**config.mk**
```make
export PLATFORM = sky130hd
export DESIGN_NAME = booth_mul_flat
export DESIGN_NICKNAME = d
export VERILOG_FILES = /design/src/rtl/mul_pkg.sv /design/src/rtl/booth_mul_if.sv /design/src/rtl/booth_recoder.sv /design/src/rtl/booth_mul.sv /design/src/flat_wrapper.sv
export SDC_FILE = /design/constraint.sdc
export NUM_CORES = 1
export LEC_CHECK = 0
export ABC_AREA = 1
export CORE_ASPECT_RATIO = 2
export CORE_MARGIN = 2
export CORE_UTILIZATION = 42
export CTS_BUF_LIST = sky130_fd_sc_hd__clkbuf_4 sky130_fd_sc_hd__clkbuf_8
export DETAILED_ROUTE_END_ITERATION = 10
export DONT_BUFFER_PORTS = 1
export PLACE_DENSITY = 0.54
export SLEW_MARGIN = 5
export SYNTH_ARGS = -nofsm -noshare
export SYNTH_HDL_FRONTEND = slang
export SYNTH_SLANG_ARGS = --single-unit
```
**constraint.sdc**
```tcl
create_clock -name clk -period 9.7 [get_ports clk]
set_clock_uncertainty 0.1 [all_clocks]
set_input_delay 1.94 -clock clk [delete_from_list [all_inputs] [get_ports clk]]
set_output_delay 1.94 -clock clk [all_outputs]
set_load 0.02 [all_outputs]
```
**src/rtl/mul_pkg.sv**
```systemverilog
// rtl/mul_pkg.sv - shared types and constants for the radix-4 Booth multiplier
//
// Contents:
//   DEFAULT_WIDTH  default operand width
//   mul_state_t    controller states (IDLE, RUN, DONE)
//   booth_digit_t  recoded radix-4 Booth digit (ZERO, POS1, POS2, NEG1, NEG2)
package mul_pkg;

    localparam int DEFAULT_WIDTH = 32;

    typedef enum logic [1:0] {
        IDLE,
        RUN,
        DONE
    } mul_state_t;

    typedef enum logic [2:0] {
        ZERO,
        POS1,
        POS2,
        NEG1,
        NEG2
    } booth_digit_t;

endpackage

```
**src/rtl/booth_mul_if.sv**
```systemverilog
// rtl/booth_mul_if.sv - request/result bundle between a requester and booth_mul
//
// Signals:
//   start  request a multiply (sampled on the rising clock edge)
//   M, Q   signed multiplicand / multiplier
//   busy   operation in progress
//   done   one-cycle pulse, hi/lo valid
//   hi, lo upper / lower halves of the 2*WIDTH-bit product
// Modports: master drives the request side, slave is the multiplier.
interface booth_mul_if
    import mul_pkg::*;
#(
    parameter int WIDTH = DEFAULT_WIDTH
);

    logic             start;
    logic [WIDTH-1:0] M;
    logic [WIDTH-1:0] Q;
    logic             busy;
    logic             done;
    logic [WIDTH-1:0] hi;
    logic [WIDTH-1:0] lo;

    modport master (
        output start, M, Q,
        input  busy, done, hi, lo
    );

    modport slave (
        input  start, M, Q,
        output busy, done, hi, lo
    );

endinterface

```
**src/rtl/booth_recoder.sv**
```systemverilog
// rtl/booth_recoder.sv - combinational radix-4 Booth digit selection
//
// Ports:
//   window  {q[2i+1], q[2i], q[2i-1]} multiplier bit window
//   digit   selected multiple of M: 0, +1, +2, -1 or -2
module booth_recoder
    import mul_pkg::*;
(
    input  logic [2:0]   window,
    output booth_digit_t digit
);

    // Digit value is -2*w[2] + w[1] + w[0].
    always_comb begin
        digit = ZERO;
        case (window)
            3'b001,
            3'b010:  digit = POS1;
            3'b011:  digit = POS2;
            3'b100:  digit = NEG2;
            3'b101,
            3'b110:  digit = NEG1;
            default: digit = ZERO;
        endcase
    end

endmodule

```
**src/rtl/booth_mul.sv**
```systemverilog
// rtl/booth_mul.sv - sequential signed multiplier, radix-4 Booth, WIDTH/2 steps
//
// Ports:
//   clk    single clock, rising edge
//   reset  asynchronous, active-high
//   bus    booth_mul_if.slave: start/M/Q in, busy/done/hi/lo out
// Latency: start accepted at edge N, done high during the cycle after edge
// N+WIDTH/2. Start is ignored while busy and accepted in DONE (back-to-back).
module booth_mul
    import mul_pkg::*;
#(
    parameter int WIDTH = DEFAULT_WIDTH
)(
    input  logic        clk,
    input  logic        reset,
    booth_mul_if.slave  bus
);

    if ((WIDTH % 2) != 0 || WIDTH < 4) begin : g_bad_width
        $error("booth_mul: WIDTH must be even and at least 4");
    end

    localparam int STEPS = WIDTH / 2;
    localparam int CNT_W = $clog2(STEPS + 1);
    localparam logic [CNT_W-1:0] LAST_STEP = CNT_W'(STEPS - 1);

    mul_state_t       state;
    logic [CNT_W-1:0] step_cnt;
    logic [WIDTH+1:0] acc;      // upper partial product, two guard bits
    logic [WIDTH-1:0] m_reg;    // captured multiplicand
    logic [WIDTH-1:0] q_reg;    // multiplier, refilled from the bottom of acc
    logic             q_m1;     // q[-1]: last bit shifted out of q_reg
    logic             busy_r;
    logic             done_r;
    logic [WIDTH-1:0] hi_r;
    logic [WIDTH-1:0] lo_r;

    booth_digit_t     digit;
    logic [WIDTH+1:0] m_x1;
    logic [WIDTH+1:0] m_x2;
    logic [WIDTH+1:0] acc_sum;

    booth_recoder u_recoder (
        .window ({q_reg[1], q_reg[0], q_m1}),
        .digit  (digit)
    );

    // Sign-extended +M and +2M; two guard bits keep +/-2M of the most
    // negative operand representable.
    assign m_x1 = {{2{m_reg[WIDTH-1]}}, m_reg};
    assign m_x2 = {m_reg[WIDTH-1], m_reg, 1'b0};

    always_comb begin
        acc_sum = acc;
        case (digit)
            POS1:    acc_sum = acc + m_x1;
            POS2:    acc_sum = acc + m_x2;
            NEG1:    acc_sum = acc - m_x1;
            NEG2:    acc_sum = acc - m_x2;
            default: acc_sum = acc;
        endcase
    end

    always_ff @(posedge clk or posedge reset) begin
        if (reset) begin
            state    <= IDLE;
            step_cnt <= '0;
            acc      <= '0;
            m_reg    <= '0;
            q_reg    <= '0;
            q_m1     <= 1'b0;
            busy_r   <= 1'b0;
            done_r   <= 1'b0;
            hi_r     <= '0;
            lo_r     <= '0;
        end else begin
            case (state)
                IDLE: begin
                    done_r <= 1'b0;
                    if (bus.start) begin
                        state    <= RUN;
                        busy_r   <= 1'b1;
                        m_reg    <= bus.M;
                        q_reg    <= bus.Q;
                        q_m1     <= 1'b0;
                        acc      <= '0;
                        step_cnt <= '0;
                    end
                end

                RUN: begin
                    // Add the selected multiple, then shift {acc, q, q_m1}
                    // right arithmetically by two.
                    acc      <= {{2{acc_sum[WIDTH+1]}}, acc_sum[WIDTH+1:2]};
                    q_reg    <= {acc_sum[1:0], q_reg[WIDTH-1:2]};
                    q_m1     <= q_reg[1];
                    step_cnt <= step_cnt + CNT_W'(1);
                    if (step_cnt == LAST_STEP) begin
                        // Result is taken from the post-shift value so it is
                        // ready in the same edge that enters DONE.
                        state  <= DONE;
                        busy_r <= 1'b0;
                        done_r <= 1'b1;
                        hi_r   <= acc_sum[WIDTH+1:2];
                        lo_r   <= {acc_sum[1:0], q_reg[WIDTH-1:2]};
                    end
                end

                DONE: begin
                    done_r <= 1'b0;
                    if (bus.start) begin
                        state    <= RUN;
                        busy_r   <= 1'b1;
                        m_reg    <= bus.M;
                        q_reg    <= bus.Q;
                        q_m1     <= 1'b0;
                        acc      <= '0;
                        step_cnt <= '0;
                    end else begin
                        state <= IDLE;
                    end
                end

                default: begin
                    state  <= IDLE;
                    busy_r <= 1'b0;
                    done_r <= 1'b0;
                end
            endcase
        end
    end

    assign bus.busy = busy_r;
    assign bus.done = done_r;
    assign bus.hi   = hi_r;
    assign bus.lo   = lo_r;

endmodule
```
**src/flat_wrapper.sv**
```systemverilog
// flat-port wrapper written by rule: the top's interface ports become plain ports
module booth_mul_flat import mul_pkg::*;
#(
    parameter int WIDTH = DEFAULT_WIDTH
)
  (clk, reset, bus_start, bus_M, bus_Q, bus_busy, bus_done, bus_hi, bus_lo);
  booth_mul_if #(.WIDTH(WIDTH)) bus_i ();
  input  logic clk;
  input  logic reset;
  input wire logic [$bits(bus_i.start)-1:0] bus_start;
  input wire logic [$bits(bus_i.M)-1:0] bus_M;
  input wire logic [$bits(bus_i.Q)-1:0] bus_Q;
  output wire logic [$bits(bus_i.busy)-1:0] bus_busy;
  output wire logic [$bits(bus_i.done)-1:0] bus_done;
  output wire logic [$bits(bus_i.hi)-1:0] bus_hi;
  output wire logic [$bits(bus_i.lo)-1:0] bus_lo;
  assign bus_i.start = bus_start;
  assign bus_i.M = bus_M;
  assign bus_i.Q = bus_Q;
  assign bus_busy = bus_i.busy;
  assign bus_done = bus_i.done;
  assign bus_hi = bus_i.hi;
  assign bus_lo = bus_i.lo;
  booth_mul #(.WIDTH(WIDTH)) u_core (.clk(clk), .reset(reset), .bus(bus_i));
endmodule
```
==> results of run 1 <==
[worst paths after layout]
path                                                 from                        endpoint  slack (ps)
max                               u_core.q_m1$_DFFE_PP0P_      u_core.acc[20]$_DFFE_PP0P_        5120
min                        u_core.step_cnt[4]$_DFFE_PP0P_  u_core.step_cnt[4]$_DFFE_PP0P_         440
max reg2reg                       u_core.q_m1$_DFFE_PP0P_      u_core.acc[20]$_DFFE_PP0P_        5120
min reg2reg                u_core.step_cnt[4]$_DFFE_PP0P_  u_core.step_cnt[4]$_DFFE_PP0P_         440
max in group asynchronous                           reset   u_core.bus.hi[20]$_DFFE_PP0P_        6420
min in group asynchronous                           reset   u_core.bus.lo[22]$_DFFE_PP0P_        1240
[worst min-delay path: cells and delay by family, from the launching register on]
kind | cells | cell delay (ps)
compound gates | 1 | 110
buf+inv | 1 | 50
flops | 1 | 330
[cells in the mapped netlist, types with 2 or more instances]
| master | instances |
|---|---|
| or2_2 | 11 |
| a21oi_1 | 79 |
| xnor2_1 | 4 |
| xor2_1 | 25 |
| fa_1 | 2 |
| buf_1 | 10 |
| o22ai_1 | 7 |
| clkbuf_1 | 30 |
| ha_1 | 72 |
| o21ai_1 | 6 |
| nor2_4 | 7 |
| nand2_2 | 11 |
| dfrtp_1 | 170 |
| nor3_1 | 20 |
| a21o_1 | 9 |
| inv_2 | 8 |
| clkinv_1 | 2 |
| nor2_1 | 152 |
| a21boi_0 | 2 |
| o211ai_1 | 39 |
| nand3b_1 | 18 |
| nand2_1 | 690 |
| nand3_1 | 136 |
| inv_1 | 182 |
| nor4_1 | 5 |
| o21ai_0 | 199 |
| buf_2 | 19 |
| nor2_2 | 7 |
| nand4_1 | 9 |
| o21bai_1 | 9 |
| nor3_2 | 3 |
[final cells by class]
cell class	count	area, sq um	share of cell area, %
Inverter	192	725.7	5.338
Antenna cell	1	2.502	0.01841
Multi-Input combinational cell	1531	7671	56.43
Timing Repair Buffer	8	60.06	0.4418
Sequential cell	170	4255	31.30
Clock inverter	14	171.4	1.261
Clock buffer	18	247.7	1.822
Tap cell	368	460.4	3.387
[per-stage QoR]
stage	util (%)	hold WS (ps)
2_1_floorplan	-	393.8
3_3_place_gp	43.65	406.3
3_5_place_dp	43.65	421.5
4_1_cts	45.04	444.5
5_1_grt	45.05	470.0
6_report	45.05	438.1
[routing by layer]
layer | part of all wire (%) | routed length [microns] | global-route usage (%)
met1 | 32 | 14920 | 26.18
met2 | 54 | 25490 | 55.98
met3 | 2.9 | 1346 | 4.432
met5 | 0 | 0 | 0
met4 | 11 | 5130 | 27.54
[kinds of logic after synthesis]
logic type / after synthesis / share of synthesized area [%]
AOI/OAI and AO/OA: 355 / 15.12
xor gates and xnor gates: 29 / 1.970
adders and majority gates: 74 / 7.299
buffers and inverters: 252 / 7.551
DFF: 170 / 33.00
and+or+nand+nor: 1073 / 35.06
==> results.sh, run 1 <==
export IMPL_run_status="finished, final reports clean"
export IMPL_fin_crit_ps=4583
export IMPL_place_gp_congestion=0.9745
export IMPL_syn_cell_area_sq_um=12890
export IMPL_cts_sinks=170
export IMPL_critPathTopFamily="simple AND/OR/NAND/NOR gates"
export IMPL_crit_top_cell="nand2_1"
export IMPL_rsz0062_at_grt="false"
export IMPL_max_cap_violations=0
export IMPL_first_pass_iters=5
export IMPL_final_common_cell="nand2_1"
export IMPL_cts_clk_slew_worst_paths_ps=100
export IMPL_dp_hpwl_microns=37780
export IMPL_fin_cells=2302
export IMPL_rows=90
export IMPL_critical_path_buf_inv_count=2
export IMPL_cp_slowest_cell="o21ai_0"
export IMPL_fill_cells=3264
export IMPL_crit_type="register to register"
export IMPL_fmax_mhz=218.2
export IMPL_worst_pin_slew_ps=1060
export IMPL_htree_levels=4
export IMPL_min_path_type="register to register"
export IMPL_synthCells=1953
export IMPL_postSynthAreaPerCell_sq_um=6.601
export IMPL_post_dp_cell_area_sq_um=13170
export IMPL_dieArea_sq_um=32200
export IMPL_critPathMaxFanout=64
export IMPL_max_slew_margin_pct=28.56
export IMPL_grt_pass1_wl_microns=71010
export IMPL_final_hold_viol_count=0
export IMPL_crit_required_ps=10000
export IMPL_maxSlewViolCount=0
export IMPL_wl_per_cell_microns=20.37
export IMPL_dp_slack_ps=4633
export IMPL_routed_wl_microns=46890
export IMPL_cts_hold_buf=0
export IMPL_ys_flop_type="dfrtp_1"
export IMPL_die_h_microns=251.8
export IMPL_numCtsBuffers=17
export IMPL_grtUsageTotal_pct=29.75
export IMPL_clockRootBuffer="clkbuf_8"
export IMPL_synth_seq_area_share_pct=33.00
export IMPL_cp_num_cells=18
export IMPL_drtAntennaViolNets=0
export IMPL_io_buffer_count=0
export IMPL_setup_tns_final_ps=0
export IMPL_drc_errors=0
export IMPL_die_w_microns=127.9
export IMPL_syn_nets=2094
export IMPL_grt_overflow=0
export IMPL_synth_distinct_cells=41
export IMPL_grt_max_degree=89
export IMPL_layout_common_cells="nand2_1 (690), o21ai_0 (199), inv_1 (181), dfrtp_1 (169), nor2_1 (151)"
export IMPL_grt_pass1_vias=12670
export IMPL_final_cell_area_sq_um=13590
export IMPL_synth_edf_count=0
export IMPL_drt_vias_per_instance=5.488
export IMPL_post_cts_resized=0
export IMPL_post_cts_buffers=0
export IMPL_ioPinCount=133
export IMPL_clk_latency_ps=520
export IMPL_clk_path_buf_depth=2
export IMPL_setup_ws_ps=5117
export IMPL_min_period_over_period_pct=47.24
export IMPL_synth_largest_area_cell="dfrtp_1"
export IMPL_hold_depth=2
export IMPL_synth_top_area_share_pct=33.00
export IMPL_worstPathCellList="inv_1 -> ha_1 -> nor2_1 -> nand2_2 -> o21ai_0 -> inv_1 -> ha_1 -> nand4_1 -> o21ai_0 -> nand3_1 -> nand2_1 -> nand2_1 -> nand2_1 -> nand2_1 -> nand3_1 -> nand3_1 -> nand2_1 -> nand2_1"
export IMPL_antenna_found_initial=1
export IMPL_synthArstFlopShare_pct=100.0
export IMPL_yosys_top_cells_area="dfrtp_1 (33%), nand2_1 (20%), o21ai_0 (7.7%), ha_1 (7.0%), inv_1 (5.3%)"
export IMPL_cp_start_kind="register"
export IMPL_ys_ff_latch=170
export IMPL_setup_viol=0
export IMPL_drive_gt1_share_pct=4.863
export IMPL_vias=12630
export IMPL_max_stage_delay_ps=910
export IMPL_cp_data_arrival_time_ps=4890
export IMPL_core_sq_um=30180
export IMPL_drtIter0Drc=728
export IMPL_fin_nets=2061
export IMPL_end_kind="register"
export IMPL_dp_cells=2269
export IMPL_cts_tree="yes"
export IMPL_ff2ff_path_depth=18
export IMPL_start_util_pct=42.72
export IMPL_synthToLayoutAreaGrowth_pct=5.455
export IMPL_ys_warn_count=0
Power of run 1 is left out: the tool's default activity adds up to more than one toggle a clock period on the data nets, which glitch-free logic cannot reach.
==> inputs of run 2 (changes only) <==
clock period = 4.7 ns   (was 9.7 ns; I/O delays follow)
==> run 2 against run 1 <==
Critical path depth is 1 higher. Via count is 3.1% higher. Fmax increased by 6.9%. Cell count is 2.7% higher. First-iteration DRC count is 9.2% lower. Clock-buffer cell count fell by 1. Global-route usage grew 1.7 points. Setup slack worse by 4700 ps. Die area is the same.
==> results.sh, run 2 (same netlist as run 1, synthesis figures left out) <==
export IMPL_crit_required_ps=5010
export IMPL_cp_data_arrival_time_ps=4600
export IMPL_routed_wl_microns=49670
export IMPL_rows=90
export IMPL_drtIter0Drc=661
export IMPL_vias=13030
export IMPL_fill_cells=3258
export IMPL_rsz0062_at_grt="false"
export IMPL_worst_pin_slew_ps=816.7
export IMPL_critPathMaxFanout=64
export IMPL_ioPinCount=133
export IMPL_cts_sinks=170
export IMPL_min_period_over_period_pct=91.19
export IMPL_wl_per_cell_microns=21.00
export IMPL_cts_hold_buf=0
export IMPL_grt_max_degree=84
export IMPL_clockRootBuffer="clkbuf_8"
export IMPL_dp_hpwl_microns=39940
export IMPL_critPathTopFamily="simple AND/OR/NAND/NOR gates"
export IMPL_clk_path_buf_depth=2
export IMPL_drtAntennaViolNets=0
export IMPL_fmax_mhz=233.3
export IMPL_drt_vias_per_instance=5.507
export IMPL_maxSlewViolCount=0
export IMPL_grt_overflow=0
export IMPL_setup_viol=0
export IMPL_end_kind="register"
export IMPL_post_cts_resized=0
export IMPL_max_stage_delay_ps=490
export IMPL_drive_gt1_share_pct=7.916
export IMPL_fin_nets=2124
export IMPL_crit_type="register to register"
export IMPL_cts_tree="yes"
export IMPL_synthToLayoutAreaGrowth_pct=9.385
export IMPL_htree_levels=4
export IMPL_final_common_cell="nand2_1"
export IMPL_grt_pass1_vias=13100
export IMPL_clk_latency_ps=520
export IMPL_place_gp_congestion=1.005
export IMPL_run_status="finished, final reports clean"
export IMPL_numCtsBuffers=17
export IMPL_layout_area_seq_sq_um=4255
export IMPL_cp_slowest_cell="nor3_2"
export IMPL_die_h_microns=251.8
export IMPL_max_cap_violations=0
export IMPL_core_sq_um=30180
export IMPL_layout_common_cells="nand2_1 (690), o21ai_0 (199), inv_1 (181), dfrtp_1 (169), nor2_1 (151)"
export IMPL_max_slew_margin_pct=44.98
export IMPL_post_cts_buffers=0
export IMPL_start_util_pct=42.72
export IMPL_grtUsageTotal_pct=31.47
export IMPL_cts_clk_slew_worst_paths_ps=130
export IMPL_critical_path_buf_inv_count=3
export IMPL_antenna_found_initial=1
export IMPL_min_path_type="input port to asynchronous set/reset pin"
export IMPL_setup_tns_final_ps=0
export IMPL_io_buffer_count=0
export IMPL_worstPathCellList="inv_1 -> ha_1 -> nor2_1 -> nor3_2 -> inv_4 -> o21ai_0 -> ha_1 -> nand2_1 -> inv_1 -> a21oi_1 -> nand3_1 -> nand2_1 -> nand3_1 -> nand2_1 -> nand3_1 -> nand3_1 -> nand3_1 -> nand2_1 -> nand2_1"
export IMPL_fin_crit_ps=4286
export IMPL_multi_input_area_sq_um=7676
export IMPL_die_w_microns=127.9
export IMPL_dieArea_sq_um=32200
export IMPL_cp_start_kind="register"
export IMPL_grt_pass1_wl_microns=74760
export IMPL_first_pass_iters=5
export IMPL_final_hold_viol_count=0
export IMPL_drc_errors=0
## run 2: stage by stage
stage	area (sq um)	setup WS, ps	instances	util [%]	hold WS [ps]
final	14100	413.9	2365	46.72	301.2
after global placement	13670	136.0	2332	45.29	410.3
after floorplan	12890	1491	1953	-	393.8
after global routing	14100	80.45	2365	46.72	325.2
after detailed placement	13670	59.95	2332	45.29	429.1
after CTS	14090	30.81	2364	46.69	285.2
## run 2: worst paths after layout
path / from / end / slack [ps] / cells after the start
hold / removal: reset / u_core.m_reg[28]$_DFFE_PP0P_ / 300 / 2
max in group asynchronous: reset / u_core.state[0]$_DFFE_PP0P_ / 3120 / 3
setup reg to reg: u_core.q_m1$_DFFE_PP0P_ / u_core.acc[27]$_DFFE_PP0P_ / 410 / 19
min in group clk: bus_M[24] / u_core.m_reg[24]$_DFFE_PP0P_ / 420 / 2
setup / recovery: u_core.q_m1$_DFFE_PP0P_ / u_core.acc[27]$_DFFE_PP0P_ / 410 / 19
hold reg to reg: u_core.step_cnt[4]$_DFFE_PP0P_ / u_core.step_cnt[4]$_DFFE_PP0P_ / 450 / 2
## run 2: final cells by class
type / instances / area share, %
Clock inverter: 15 / 1.331
Tap cell: 368 / 3.265
Inverter: 192 / 5.155
Timing Repair Buffer: 71 / 3.957
Sequential cell: 170 / 30.18
Multi-Input combinational cell: 1531 / 54.44
Antenna cell: 1 / 0.01775
Clock buffer: 17 / 1.659
## run 2: metal layers
metal / wire length (microns) / part of all wire, % / track usage [%]
met1: 15700 / 32 / 28.02
met5: 0 / 0 / 0
met4: 6135 / 12 / 31.99
met3: 1656 / 3.3 / 4.474
met2: 26180 / 53 / 57.60
Power of run 2 is left out for the same reason.
==> inputs of run 3 (changes only) <==
CORE_MARGIN = default   (was 2)
==> run 3 against run 2 <==
Cell count decreased by 0.30%. Via count decreased by 0.70%. First-iteration DRC count increased by 10%. Clock-buffer cell count unchanged. Register-to-register slack improved by 70 ps. Global-route usage increased by 0.81 points. Final area decreased by 0.33%. Die area decreased by 2.3%. Routed wire length decreased by 1.2%. Sequential cell count unchanged. Setup slack improved by 66 ps. Critical path depth increased by 2. Critical path type unchanged.
==> results.sh, run 3 (same netlist as run 1, synthesis figures left out) <==
export IMPL_run_status="finished, final reports clean"
export IMPL_layout_common_cells="nand2_1 (690), o21ai_0 (199), inv_1 (181), dfrtp_1 (169), nor2_1 (151)"
export IMPL_cp_slowest_cell="dfrtp_1"
export IMPL_cts_hold_buf=0
export IMPL_min_period_over_period_pct=89.78
export IMPL_fin_nets=2117
export IMPL_die_w_microns=125.9
export IMPL_drt_vias_per_instance=5.485
export IMPL_htree_levels=4
export IMPL_synthToLayoutAreaGrowth_pct=9.026
export IMPL_rows=90
export IMPL_drc_errors=0
export IMPL_grt_overflow=0
export IMPL_worst_pin_slew_ps=1240
export IMPL_clk_path_buf_depth=2
export IMPL_grt_max_degree=171
export IMPL_critical_path_buf_inv_count=5
export IMPL_grt_pass1_vias=12960
export IMPL_worstPathCellList="inv_1 -> ha_1 -> nor2_1 -> nor3_4 -> inv_4 -> buf_4 -> o21ai_0 -> ha_1 -> nand2_1 -> inv_1 -> a21oi_1 -> nand3_1 -> nand2_1 -> nand2_1 -> nand3_1 -> nand3_1 -> nand3_1 -> nand3_1 -> buf_4 -> nand2_1 -> nand2_1"
export IMPL_drtAntennaViolNets=0
export IMPL_vias=12930
export IMPL_grtUsageTotal_pct=32.28
export IMPL_ioPinCount=133
export IMPL_max_cap_violations=0
export IMPL_cts_sinks=170
export IMPL_rsz0062_at_grt="false"
export IMPL_cts_tree="yes"
export IMPL_fmax_mhz=237.0
export IMPL_setup_tns_final_ps=0
export IMPL_crit_type="register to register"
export IMPL_drtIter0Drc=730
export IMPL_cp_data_arrival_time_ps=4540
export IMPL_start_util_pct=42.72
export IMPL_grt_pass1_wl_microns=74340
export IMPL_final_hold_viol_count=0
export IMPL_end_kind="register"
export IMPL_clockRootBuffer="clkbuf_8"
export IMPL_clk_latency_ps=530
export IMPL_routed_wl_microns=49060
export IMPL_drive_gt1_share_pct=7.592
export IMPL_numCtsBuffers=17
export IMPL_final_common_cell="nand2_1"
export IMPL_wl_per_cell_microns=20.80
export IMPL_place_gp_congestion=1.023
export IMPL_max_slew_margin_pct=17.33
export IMPL_cp_start_kind="register"
export IMPL_critPathMaxFanout=58
export IMPL_antenna_found_initial=1
export IMPL_io_buffer_count=0
export IMPL_first_pass_iters=8
export IMPL_dieArea_sq_um=31440
export IMPL_critPathTopFamily="simple AND/OR/NAND/NOR gates"
export IMPL_die_h_microns=249.8
export IMPL_maxSlewViolCount=0
export IMPL_crit_required_ps=5020
export IMPL_setup_viol=0
export IMPL_max_stage_delay_ps=410
export IMPL_fin_crit_ps=4220
export IMPL_cts_clk_slew_worst_paths_ps=130
export IMPL_dp_hpwl_microns=39570
export IMPL_core_sq_um=30180
export IMPL_min_path_type="input port to asynchronous set/reset pin"
## run 3: per-stage QoR
step           instances  utilization, %  setup WS (ps)  hold slack [ps]  cell area, sq um
6_report            2358           46.57          480.3            259.5             14050
3_5_place_dp        2325           45.12         -48.90            432.9             13620
2_1_floorplan       1953               -           1491            393.8             12890
3_3_place_gp        2325           45.12          34.68            423.9             13620
4_1_cts             2357           46.54          348.0            372.8             14050
5_1_grt             2358           46.57          163.8            401.6             14050
## run 3: cell type report
type / count / area, sq um
timing repair buffer: 64 / 505.5
multi-input combinational: 1531 / 7682
fill: 3214 / 16120
antenna: 1 / 2.502
sequential: 170 / 4255
inverter: 192 / 726.9
clock inverter: 15 / 187.7
clock buffer: 17 / 234.0
tap: 368 / 460.4
## run 3: worst paths after layout
path	slack [ps]	from	cells past startpoint	endpoint
worst max-delay path	480	u_core.q_reg[0]$_DFFE_PP0P_	21	u_core.bus.hi[31]$_DFFE_PP0P_
worst min-delay path	260	reset	2	u_core.m_reg[27]$_DFFE_PP0P_
worst max register to register	480	u_core.q_reg[0]$_DFFE_PP0P_	21	u_core.bus.hi[31]$_DFFE_PP0P_
worst min register to register	460	u_core.q_reg[15]$_DFFE_PP0P_	2	u_core.bus.lo[13]$_DFFE_PP0P_
max in group asynchronous	3140	reset	2	u_core.acc[8]$_DFFE_PP0P_
min in group clk	420	bus_M[27]	2	u_core.m_reg[27]$_DFFE_PP0P_
## run 3: per-layer routing
layer / GRT usage, % / vias to the layer above / wire length, microns
met3: 3.794 / 170 / 1346
met5: 0 / - / 0
met1: 28.29 / 6008 / 15460
met2: 61.48 / 347 / 26850
li1: - / 6409 / -
met4: 31.39 / 0 / 5402
## run 3: repair_timing
item / CTS / global route
cloned: 0 / 0
resized for setup: 2 / 1
setup endpoints to repair: 5 / 2
endpoints found under the hold margin: 0 / 0
setup buffers: 0 / 0
Power of run 3 is left out for the same reason.
